[config.mk]
export PLATFORM = sky130hd
export DESIGN_NAME = serial_rot_ctrl
export DESIGN_NICKNAME = d
export VERILOG_FILES = /design/src/rtl/rot_pkg.sv /design/src/rtl/rot1_step.sv /design/src/rtl/serial_rot_ctrl.sv
export SDC_FILE = /design/constraint.sdc
export NUM_CORES = 1
export LEC_CHECK = 0
export BUFFER_PORTS_ARGS = -buffer_cell sky130_fd_sc_hd__buf_4
export CORE_MARGIN = 2
export CORE_UTILIZATION = 25
export DETAILED_ROUTE_END_ITERATION = 8
export GPL_TIMING_DRIVEN = 0
export PLACE_DENSITY = 0.48
export SLEW_MARGIN = 40
export SYNTH_ARGS = -nofsm -noshare
export SYNTH_HDL_FRONTEND = slang
export SYNTH_SLANG_ARGS = --single-unit
[constraint.sdc]
create_clock -name clk -period 3.31 [get_ports clk]
set_input_delay 0.331 -clock clk [delete_from_list [all_inputs] [get_ports clk]]
set_output_delay 0.331 -clock clk [all_outputs]
set_load 0.02 [all_outputs]
[src/rtl/rot_pkg.sv]
// Shared definitions for the serial rotator.
//   state_t    : controller states IDLE / SHIFT / HOLD
//   ROT_LEFT   : direction code for rotate-left  (0)
//   ROT_RIGHT  : direction code for rotate-right (1)
//   amt_w(n)   : width of a rotate amount for an n-bit word
package rot_pkg;

  typedef enum logic [1:0] {
    IDLE  = 2'd0,
    SHIFT = 2'd1,
    HOLD  = 2'd2
  } state_t;

  localparam logic ROT_LEFT  = 1'b0;
  localparam logic ROT_RIGHT = 1'b1;

  // Amount field must index 0..n-1; n is a power of two and at least 2.
  function automatic int amt_w(input int n);
    return $clog2(n);
  endfunction

endpackage

[src/rtl/rot1_step.sv]
// Single-position rotator, purely combinational.
// Ports:
//   d   in  N  word to rotate
//   dir in  1  ROT_LEFT / ROT_RIGHT
//   y   out N  d rotated by one bit in direction dir
module rot1_step
  import rot_pkg::*;
#(
  parameter int N = 4
) (
  input  logic [N-1:0] d,
  input  logic         dir,
  output logic [N-1:0] y
);

  assign y = (dir == ROT_RIGHT) ? {d[0], d[N-1:1]} : {d[N-2:0], d[N-1]};

endmodule

[src/rtl/serial_rot_ctrl.sv]
// Serial rotator: accepts a word, rotates it one bit per clock until the
// requested amount is reached, then holds the result until it is taken.
// Ports:
//   clk       in  1   clock, rising edge
//   rst_n     in  1   asynchronous active-low reset
//   in_valid  in  1   request present
//   in_ready  out 1   idle and able to accept
//   in_data   in  N   word to rotate
//   in_amt    in  AW  rotate amount 0..N-1
//   in_dir    in  1   0 = left, 1 = right
//   out_valid out 1   result present (HOLD)
//   out_ready in  1   consumer takes the result
//   out_data  out N   data register (valid only with out_valid)
//   busy      out 1   not idle
module serial_rot_ctrl
  import rot_pkg::*;
#(
  parameter  int N  = 4,
  localparam int AW = amt_w(N)
) (
  input  logic          clk,
  input  logic          rst_n,
  input  logic          in_valid,
  output logic          in_ready,
  input  logic [N-1:0]  in_data,
  input  logic [AW-1:0] in_amt,
  input  logic          in_dir,
  output logic          out_valid,
  input  logic          out_ready,
  output logic [N-1:0]  out_data,
  output logic          busy
);

  state_t        state_q, state_d;
  logic [N-1:0]  data_q, data_d;
  logic [AW-1:0] cnt_q, cnt_d;
  logic          dir_q, dir_d;
  logic [N-1:0]  step_y;

  rot1_step #(.N(N)) u_step (
    .d   (data_q),
    .dir (dir_q),
    .y   (step_y)
  );

  always_ff @(posedge clk or negedge rst_n) begin
    if (!rst_n) begin
      state_q <= IDLE;
      data_q  <= '0;
      cnt_q   <= '0;
      dir_q   <= ROT_LEFT;
    end else begin
      state_q <= state_d;
      data_q  <= data_d;
      cnt_q   <= cnt_d;
      dir_q   <= dir_d;
    end
  end

  always_comb begin
    state_d = state_q;
    data_d  = data_q;
    cnt_d   = cnt_q;
    dir_d   = dir_q;
    case (state_q)
      IDLE: begin
        if (in_valid) begin
          data_d  = in_data;
          cnt_d   = in_amt;
          dir_d   = in_dir;
          // A zero amount has nothing to rotate: present the word next cycle.
          state_d = (in_amt == '0) ? HOLD : SHIFT;
        end
      end
      SHIFT: begin
        data_d = step_y;
        cnt_d  = cnt_q - AW'(1);
        if (cnt_q == AW'(1)) state_d = HOLD;
      end
      HOLD: begin
        if (out_ready) state_d = IDLE;
      end
      default: state_d = IDLE;
    endcase
  end

  assign in_ready  = (state_q == IDLE);
  assign out_valid = (state_q == HOLD);
  assign busy      = (state_q != IDLE);
  assign out_data  = data_q;

endmodule

==> run_results.csv, run 1 <==
group,metric,value,unit
synth,synth_seq_cells,9,
global_routing,grt_pass1_wl,2190,µm
die,die_width,51.4,µm
setup_path,cp-start-kind,"register",
global_routing,grt-ovfl-total,0,
worst_hold_path,worstHoldEndpoint,"dir_q$_DFFE_PN0P_",
setup_path,cp_data_required_time,2980,ps
layout,post-route-util,35.1,%
detailed_routing,num_vias,457,
setup_path,end_kind,"output port",
die,dieArea,2640,µm²
place,gp_congestion,0.732,
clock_network,cts.path.max_buffers,2,
power_and_ir_drop,p_leak,0.000345,µW
sta,report.final.hold_viol_count,0,
synth,ys_seq_area_share,40.1,%
clock_network,cts_max_level,1,
setup_path,r2r_start,"state_q[0]$_DFFE_PN0P_",
sta,rsz0062_at_grt,"no",
synth,synth_area_per_cell,10.8,µm²
setup_path,timing_worst_setup_path_type,"reg -> out",
clock_network,cts_tree,"done",
global_routing,grt_pass1_vias,465,
global_routing,grt_use_total,11.6,%
place,io_buffer_count,17,
synth,synth_edf_count,0,
synth,ys.flop_type,"dfrtp_1",
synth,yosysUniqueCellTypes,22,
clock_network,hold_buffers,1,
sta,post-route-period-util,44.3,%
detailed_routing,dr.first_iter.drc_count,4,
synth,ys_warn_count,0,
detailed_routing,avgRoutedWirePerCell,11.8,µm
clock_network,cts_resized,0,
sta,finalSetupViolations,0,
die,io_pins,18,
sta,slew_viol_final,0,
sta,maxClockFrequency,0.681,GHz
detailed_routing,antenna_left,0,
setup_path,r2r_cells,5,
layout,final_layout_size_suffix_gt1_share,43.2,%
worst_hold_path,hold_path_depth,2,
detailed_routing,drt-pass1-iter-count,3,
synth,synthArstFlopShare,100,%
clock_network,cts_made_buffers,3,
detailed_routing,avgViaCountPerCell,4.48,
synth,synth_fp_nets,64,
detailed_routing,drc,0,
sta,max_slew_margin,82.7,%
run_status,status,"complete, no violations",
synth,synth_top_area_share,40.1,%
die,rows,17,
sta,setup_tns,0,ps
synth,syn_inst,52,
clock_network,cts_root_buffer,"clkbuf_4",
sta,worst_slew_pin_slew,260,ps
synth,synth.most_common_cell,"dfrtp_1",
synth,synthTopCellsByCount,"9 x dfrtp_1, 7 x a21oi_1, 5 x o22a_1",
setup_path,cp_data_arrival_time,1140,ps
global_routing,antenna_found_initial,0,
power_and_ir_drop,ir_drop,364,µV
worst_hold_path,holdCritPathClass,"in -> reg",
setup_path,critical_path.max_fanout,9,
layout,area_delta_synth_final,35.4,%
setup_path,r2r-end,"out_data[1]$_DFFE_PN0P_",
synth,synth_area,562,µm²
place,post-dp-hpwl,886,µm
synth,yosys.area.top_type,"dfrtp_1",
worst_hold_path,min-delay-start,"in_dir",
sta,finalCriticalPeriod,1470,ps
detailed_routing,totalWireLength,1200,µm
setup_path,rrSetupSlack,2140,ps
flow_run,drv_cap,0,
layout,antenna_cells,0,
power_and_ir_drop,power_per_cell_area,978,nW/µm²
synth,ys_top_cells_by_area,"dfrtp_1 40%, o22a_1 7.8%, mux2i_1 7.1%",
clock_network,clock-sinks,9,
die,coreArea,2170,µm²
die,die_h,51.4,µm
clock_network,clk_latency,270,ps
global_routing,grt_max_degree,11,
clock_network,cts_setup_buffers,0,
sta,skew,0.420,ps
layout,num-nets-final,87,
clock_network,path_clk_slew,70,ps
die,start_util,25.9,%
## logic make-up after synthesis
logic type               share of synthesized area (%)
buffers and inverters                             8.91
AND/OR/NAND/NOR                                   20.7
multiplexers                                      9.80
adder cells (fa/ha/maj)                           2.23
flip-flops                                        40.1
AO/OA/AOI/OAI                                     18.3
## registers in the layout (all words and copies together) (netlist names)
| signal | flops |
|---|---|
| state_q | 2 |
| out_data | 4 |
| dir_q | 1 |
| cnt_q | 2 |
## layout make-up
| cell class | instances | area [µm²] |
|---|---|---|
| Buffer | 4 | 42.5 |
| Multi-Input combinational cell | 37 | 287 |
| Tap cell | 28 | 35.0 |
| Clock buffer | 4 | 26.3 |
| Sequential cell | 9 | 225 |
| Inverter | 2 | 7.51 |
| Fill cell | 238 | 1410 |
| Timing Repair Buffer | 18 | 138 |
## worst max-delay path, cell delays in order, from the launching register on
cell and delay (ps):
dfrtp_1 340, buf_6 140, and2b_2 230, buf_4 150
## worst max-delay path by stage
stage	slack [ps]	endpoint	start
detailed placement	2130	out_valid	state_q[0]$_DFFE_PN0P_
floorplan	2130	dir_q$_DFFE_PN0P_	state_q[1]$_DFFE_PN0P_
global route	1800	out_valid	state_q[0]$_DFFE_PN0P_
global placement	2140	out_valid	state_q[0]$_DFFE_PN0P_
CTS	1830	out_valid	state_q[0]$_DFFE_PN0P_
finish	1840	out_valid	state_q[0]$_DFFE_PN0P_
## cells in the final DEF (no fill, tap or decap), types with 2 or more instances in the layout
cell type / count
a21oi_1: 7
o21ai_0: 2
inv_1: 2
clkbuf_4: 3
buf_6: 2
mux2i_1: 4
o22a_1: 5
nand2b_1: 2
and2b_2: 2
nor2_1: 2
nor3b_1: 3
buf_4: 17
dfrtp_1: 9
nor3b_2: 2
## routing by layer
| layer | up-vias | share of wire (%) | track usage, % |
|---|---|---|---|
| li1 | 231 | - | - |
| met1 | 208 | 44 | 15.4 |
| met2 | 13 | 46 | 15.8 |
| met3 | 5 | 6.1 | 3.51 |
| met4 | 0 | 3.5 | 7.89 |
| met5 | - | 0 | 0 |
## power by group
part	internal (µW)	leakage, µW	total [µW]	switching, µW
Clock	46.7	0.0000150	91.2	44.5
Combinational	227	0.000226	450	223
Sequential	165	0.000104	203	38.4
Total	438	0.000345	744	306
## through the flow
stage                     setup slack, ps  hold WS, ps  power [µW]  instances  area, µm²
after floorplan                      2130         35.4         527         52        562
after global placement               2140          166         659         97        724
after detailed placement             2130          167         660         97        724
after CTS                            1830          288         755        102        761
after global routing                 1800          291         814        102        761
final                                1840          293         744        102        761
No activity file was read; power rests on OpenSTA's default activity.
==> inputs of run 2 (changes only) <==
Settings changed: ABC_AREA set to 1, PLACE_DENSITY 0.48 to 0.49.
Clock period 3.31 ns to 1.25 ns, I/O delays scaled along.
==> run 2 against run 1 <==
  * Clock skew about the same
  * Setup slack got worse by 1800 ps
  * Critical endpoint is now busy
  * Power increased to 2.7 times the previous value
  * Design area increased by 6.2%
  * Worst hold slack got worse by 170 ps
  * Non-clock buffer count unchanged
  * Clock-buffer cell count unchanged
  * Global-route usage decreased by 1.1 points
  * Largest cell class unchanged
==> run_results.csv, run 2 <==
group,metric,value,unit
run_status,status,"complete, no violations",
global_routing,grt_use_total,10.5,%
setup_path,critPathBufInv,3,
synth,synthTopCellsByCount,"24 x nand2_1, 15 x inv_1, 10 x nor2_1",
layout,num-nets-final,122,
sta,finalCriticalPeriod,1190,ps
sta,setup_tns,0,ps
place,io_buffer_count,17,
global_routing,grt-ovfl-total,0,
setup_path,r2r-end,"cnt_q[1]$_DFFE_PN0P_",
sta,finalWorstSetupSlack,58.7,ps
layout,post-route-util,36.5,%
sta,worst_slew_pin_slew,305,ps
synth,synth_area_per_cell,6.99,µm²
power_and_ir_drop,ir_drop,956,µV
die,start_util,26.5,%
synth,synth_edf_count,0,
clock_network,cts_made_buffers,3,
detailed_routing,dr.first_iter.drc_count,10,
synth,ys_top_cells_by_area,"dfrtp_1 38%, nand2_1 15%, inv_1 9.6%",
setup_path,worstPathCellList,"buf_6, nor2_4, inv_1, buf_4",
synth,syn_inst,84,
sta,rsz0062_at_grt,"no",
sta,post-route-period-util,95.3,%
layout,final_cell_mix,"24 x nand2_1, 20 x buf_4, 15 x inv_1",
detailed_routing,avgViaCountPerCell,4.13,
synth,synth.most_common_cell,"nand2_1",
die,coreArea,2210,µm²
synth,ys_seq_area_share,38.4,%
setup_path,cp-start-kind,"register",
synth,synth_area,587,µm²
detailed_routing,num_vias,566,
setup_path,r2r_cells,5,
global_routing,antenna_found_initial,0,
worst_hold_path,min-delay-start,"in_dir",
worst_hold_path,worstHoldEndpoint,"dir_q$_DFFE_PN0P_",
detailed_routing,drt-pass1-iter-count,3,
synth,synth_seq_cells,9,
setup_path,critical_path.max_fanout,5,
layout,antenna_cells,0,
setup_path,cp_data_arrival_time,1070,ps
clock_network,cts_max_level,1,
setup_path,rrSetupSlack,130,ps
synth,yosysUniqueCellTypes,17,
die,dieArea,2750,µm²
sta,slew_viol_final,0,
setup_path,slowest_stage,"dfrtp_1",
setup_path,timing_worst_setup_path_type,"reg -> out",
die,io_pins,18,
setup_path,cpLargestDelayFamily,"flip-flops",
place,gp_congestion,0.679,
clock_network,cts_tree,"done",
synth,synth_top_area_share,38.4,%
sta,maxClockFrequency,0.839,GHz
synth,synthArstFlopShare,100,%
flow_run,drv_cap,0,
worst_hold_path,holdCritPathClass,"in -> reg",
setup_path,cp_data_required_time,1120,ps
global_routing,grt_max_degree,11,
power_and_ir_drop,power_per_cell_area,2530,nW/µm²
worst_hold_path,hold_path_depth,3,
clock_network,clk_latency,260,ps
place,post-dp-hpwl,972,µm
die,rows,17,
detailed_routing,antenna_left,0,
sta,report.final.hold_viol_count,0,
layout,largest_reg_flops,4,
synth,ys_warn_count,0,
clock_network,cts.path.max_buffers,2,
die,die_h,52.5,µm
detailed_routing,drc,0,
clock_network,cts_root_buffer,"clkbuf_4",
layout,n_fill_cell,257,
clock_network,path_clk_slew,70,ps
layout,final_common_cell,"nand2_1",
synth,synth_fp_nets,96,
die,die_width,52.5,µm
setup_path,end_kind,"output port",
detailed_routing,totalWireLength,1360,µm
detailed_routing,avgRoutedWirePerCell,9.91,µm
layout,area_delta_synth_final,37.7,%
synth,yosys.area.top_type,"dfrtp_1",
setup_path,critPathMaxStageDelay,370,ps
sta,finalSetupViolations,0,
sta,max_slew_margin,79.6,%
power_and_ir_drop,p_leak,0.000457,µW
clock_network,clock-sinks,9,
sta,skew,0.624,ps
global_routing,grt_pass1_wl,2070,µm
layout,final_layout_size_suffix_gt1_share,28.4,%
synth,ys.flop_type,"dfrtp_1",
place,pre_cts_ws,92.1,ps
setup_path,r2r_start,"state_q[0]$_DFFE_PN0P_",
global_routing,grt_pass1_vias,488,
==> run 2: how the worst max path moves through the flow <==
stage	from	end	slack, ps	cells past startpoint
after global routing	state_q[0]$_DFFE_PN0P_	busy	20	4
final	state_q[0]$_DFFE_PN0P_	busy	60	4
after global placement	state_q[0]$_DFFE_PN0P_	cnt_q[1]$_DFFE_PN0P_	100	5
after floorplan	state_q[0]$_DFFE_PN0P_	cnt_q[1]$_DFFE_PN0P_	220	5
after CTS	state_q[0]$_DFFE_PN0P_	busy	20	4
after detailed placement	state_q[0]$_DFFE_PN0P_	cnt_q[1]$_DFFE_PN0P_	90	5
==> run 2: kinds of logic (layout without fill, tap and decap cells) <==
kind of cell	Yosys count	after routing	synth area share, %
adder cells (fa/ha/maj)	1	1	2.13
flip-flops	9	9	38.4
buffers and inverters	19	44	13.4
AO/OA/AOI/OAI	12	12	14.9
AND/OR/NAND/NOR	43	43	31.1
==> run 2: power by group <==
group | internal, µW | total, µW | leakage, µW | switching [µW]
sequential | 437 | 527 | 0.000106 | 90.5
clock | 123 | 233 | 0.0000150 | 110
combinational | 538 | 1280 | 0.000336 | 744
total | 1100 | 2040 | 0.000457 | 944
==> run 2: per-layer routing <==
metal | share of wire [%] | vias up | track usage [%]
met4 | 0.81 | 0 | 6.41
met3 | 2.6 | 2 | 1.71
met1 | 52 | 248 | 13.4
met2 | 45 | 10 | 16.3
li1 | - | 306 | -
met5 | 0 | - | 0
==> run 2: layout make-up <==
type	count	area, µm²	area share (%)
flip-flops and latches	9	225	27.9
well taps	28	35.0	4.33
clock buffers	4	26.3	3.25
inverters	18	67.6	8.36
plain buffers	1	11.3	1.39
repair buffers	21	160	19.8
multi-input cells	56	283	35.0
==> run 2: worst register-to-register path, stage by stage (launching register included) <==
cell     delay (ps)
dfrtp_1         370
buf_6           130
o21ai_4         290
inv_2            80
nand2_1          90
o21ai_2          50
==> run 2: timing repair <==
action                                  in CTS  in global routing
resized for setup                            0                  0
gates cloned                                 0                  0
hold buffers                                 1                  0
hold endpoints to repair                     9                  0
buffers inserted                             3                  0
endpoints found under the setup margin       1                  1
pin swaps                                    1                  1
==> run 2: metrics by stage <==
stage | std cells | hold WS, ps | cell area [µm²] | total power [µW]
3_5_place_dp | 129 | -40.9 | 749 | 1740
4_1_cts | 137 | 117 | 808 | 2060
5_1_grt | 137 | 142 | 808 | 2210
3_3_place_gp | 129 | -39.9 | 749 | 1740
6_report | 137 | 124 | 808 | 2040
2_1_floorplan | 84 | -171 | 587 | 1370
==> inputs of run 3 (changes only) <==
Settings changed: CORE_UTILIZATION 25 to 43, PLACE_DENSITY 0.49 to 0.74.
==> run 3 against run 2 <==
  * Critical path depth is the same
  * Via count up 3.4%
  * Utilization grew 26 points
  * Maximum frequency down 1.1%
  * Setup slack got worse by 14 ps
  * Sequential power barely moved
  * Largest cell class unchanged
==> run_results.csv, run 3 (synthesis results as in run 2) <==
group,metric,value,unit
run_status,status,"complete, no violations",
power_and_ir_drop,ir_drop,1210,µV
die,coreArea,1280,µm²
clock_network,cts_max_level,1,
die,die_h,40.9,µm
detailed_routing,dr.first_iter.drc_count,14,
detailed_routing,num_vias,585,
layout,final_common_cell,"nand2_1",
layout,final_layout_size_suffix_gt1_share,30.0,%
sta,finalCriticalPeriod,1200,ps
layout,stdcell_count,125,
clock_network,path_clk_slew,60,ps
die,dieArea,1680,µm²
global_routing,grt_pass1_vias,462,
global_routing,grt_pass1_wl,1890,µm
layout,area_delta_synth_final,36.9,%
layout,largest_reg_flops,4,
worst_hold_path,holdCritPathClass,"in -> reg",
sta,finalSetupViolations,0,
setup_path,critical_path.max_fanout,7,
clock_network,cts_root_buffer,"clkbuf_4",
layout,postLayoutCellArea,803,µm²
detailed_routing,drc,0,
global_routing,antenna_found_initial,0,
layout,n_fill_cell,120,
setup_path,cp_data_arrival_time,1080,ps
layout,multi_input_area,283,µm²
sta,skew,1.03,ps
detailed_routing,totalWireLength,1200,µm
detailed_routing,drt-pass1-iter-count,5,
layout,antenna_cells,0,
clock_network,cts.path.max_buffers,2,
setup_path,end_kind,"output port",
global_routing,grt_max_degree,11,
setup_path,cp-start-kind,"register",
die,io_pins,18,
global_routing,grt-ovfl-total,0,
sta,worst_slew_pin_slew,286,ps
die,die_width,40.9,µm
clock_network,clk_latency,260,ps
setup_path,cp_data_required_time,1120,ps
detailed_routing,avgRoutedWirePerCell,9.60,µm
sta,rsz0062_at_grt,"yes",
place,gp_congestion,0.718,
sta,post-route-period-util,96.4,%
clock_network,cts_tree,"done",
die,start_util,45.7,%
global_routing,grt_use_total,18.2,%
sta,slew_viol_final,0,
sta,max_slew_margin,80.9,%
layout,final-seq-area,225,µm²
power_and_ir_drop,power_per_cell_area,2580,nW/µm²
place,dp.cells,116,
layout,final_cell_mix,"24 x nand2_1, 20 x buf_4, 14 x inv_1",
place,place_area,733,µm²
detailed_routing,antenna_left,0,
sta,whs,139,ps
power_and_ir_drop,p_leak,0.000462,µW
sta,maxClockFrequency,0.830,GHz
place,post-dp-hpwl,891,µm
detailed_routing,avgViaCountPerCell,4.68,
flow_run,drv_cap,0,
clock_network,clock-sinks,9,
sta,report.final.hold_viol_count,0,
layout,num-nets-final,123,
clock_network,cts_made_buffers,3,
place,io_buffer_count,17,
setup_path,timing_worst_setup_path_type,"reg -> out",
die,rows,13,
==> run 3: stage by stage <==
step	power (µW)	setup WS, ps	TNS (ps)	utilization, %
6_report	2070	45.1	0	62.5
5_1_grt	2280	-7.42	-7.88	62.5
4_1_cts	1970	0.206	0	59.9
3_5_place_dp	1730	115	0	57.1
3_3_place_gp	1700	120	0	57.1
2_1_floorplan	1370	216	0	-
==> run 3: report_power, final <==
part | switching (µW) | internal (µW) | leakage, µW
Clock | 107 | 123 | 0.0000150
Sequential | 91.8 | 437 | 0.000106
Combinational | 743 | 572 | 0.000341
==> run 3: worst max-delay path, stage by stage, from the launching register on <==
cell and delay [ps]:
dfrtp_1 370, buf_6 140, nor2_4 140, inv_2 40, buf_6 120
==> run 3: path summary, 6_finish.rpt <==
check / from / endpoint / slack (ps) / cells past startpoint
setup / recovery: state_q[0]$_DFFE_PN0P_ / busy / 50 / 4
hold / removal: in_dir / dir_q$_DFFE_PN0P_ / 140 / 3
setup reg to reg: state_q[0]$_DFFE_PN0P_ / cnt_q[1]$_DFFE_PN0P_ / 120 / 8
hold reg to reg: cnt_q[0]$_DFFE_PN0P_ / cnt_q[0]$_DFFE_PN0P_ / 510 / 2
max in group asynchronous: rst_n / state_q[1]$_DFFE_PN0P_ / 900 / 2
min in group asynchronous: rst_n / dir_q$_DFFE_PN0P_ / 220 / 2
==> run 3: per-layer routing <==
layer / up-vias / wire length, µm / GRT usage [%]
li1: 307 / - / -
met1: 257 / 532 / 23.3
met2: 17 / 561 / 26.2
met5: - / 0 / 0
met4: 0 / 24 / 12.5
met3: 4 / 80 / 4.89
==> run 3: timing repair <==
item	4_1_cts	5_1_grt
endpoints found under the hold margin	9	0
gates resized for setup	0	2
setup buffers	0	4
endpoints found under the setup margin	0	2
hold buffers	1	0
==> run 3: area by class of cell <==
| class | instances | share of cell area, % |
|---|---|---|
| Inverter | 18 | 8.41 |
| Clock buffer | 4 | 3.27 |
| Buffer | 1 | 1.40 |
| Timing Repair Buffer | 22 | 21.3 |
| Sequential cell | 9 | 28.0 |
| Multi-Input combinational cell | 56 | 35.2 |
| Tap cell | 15 | 2.34 |
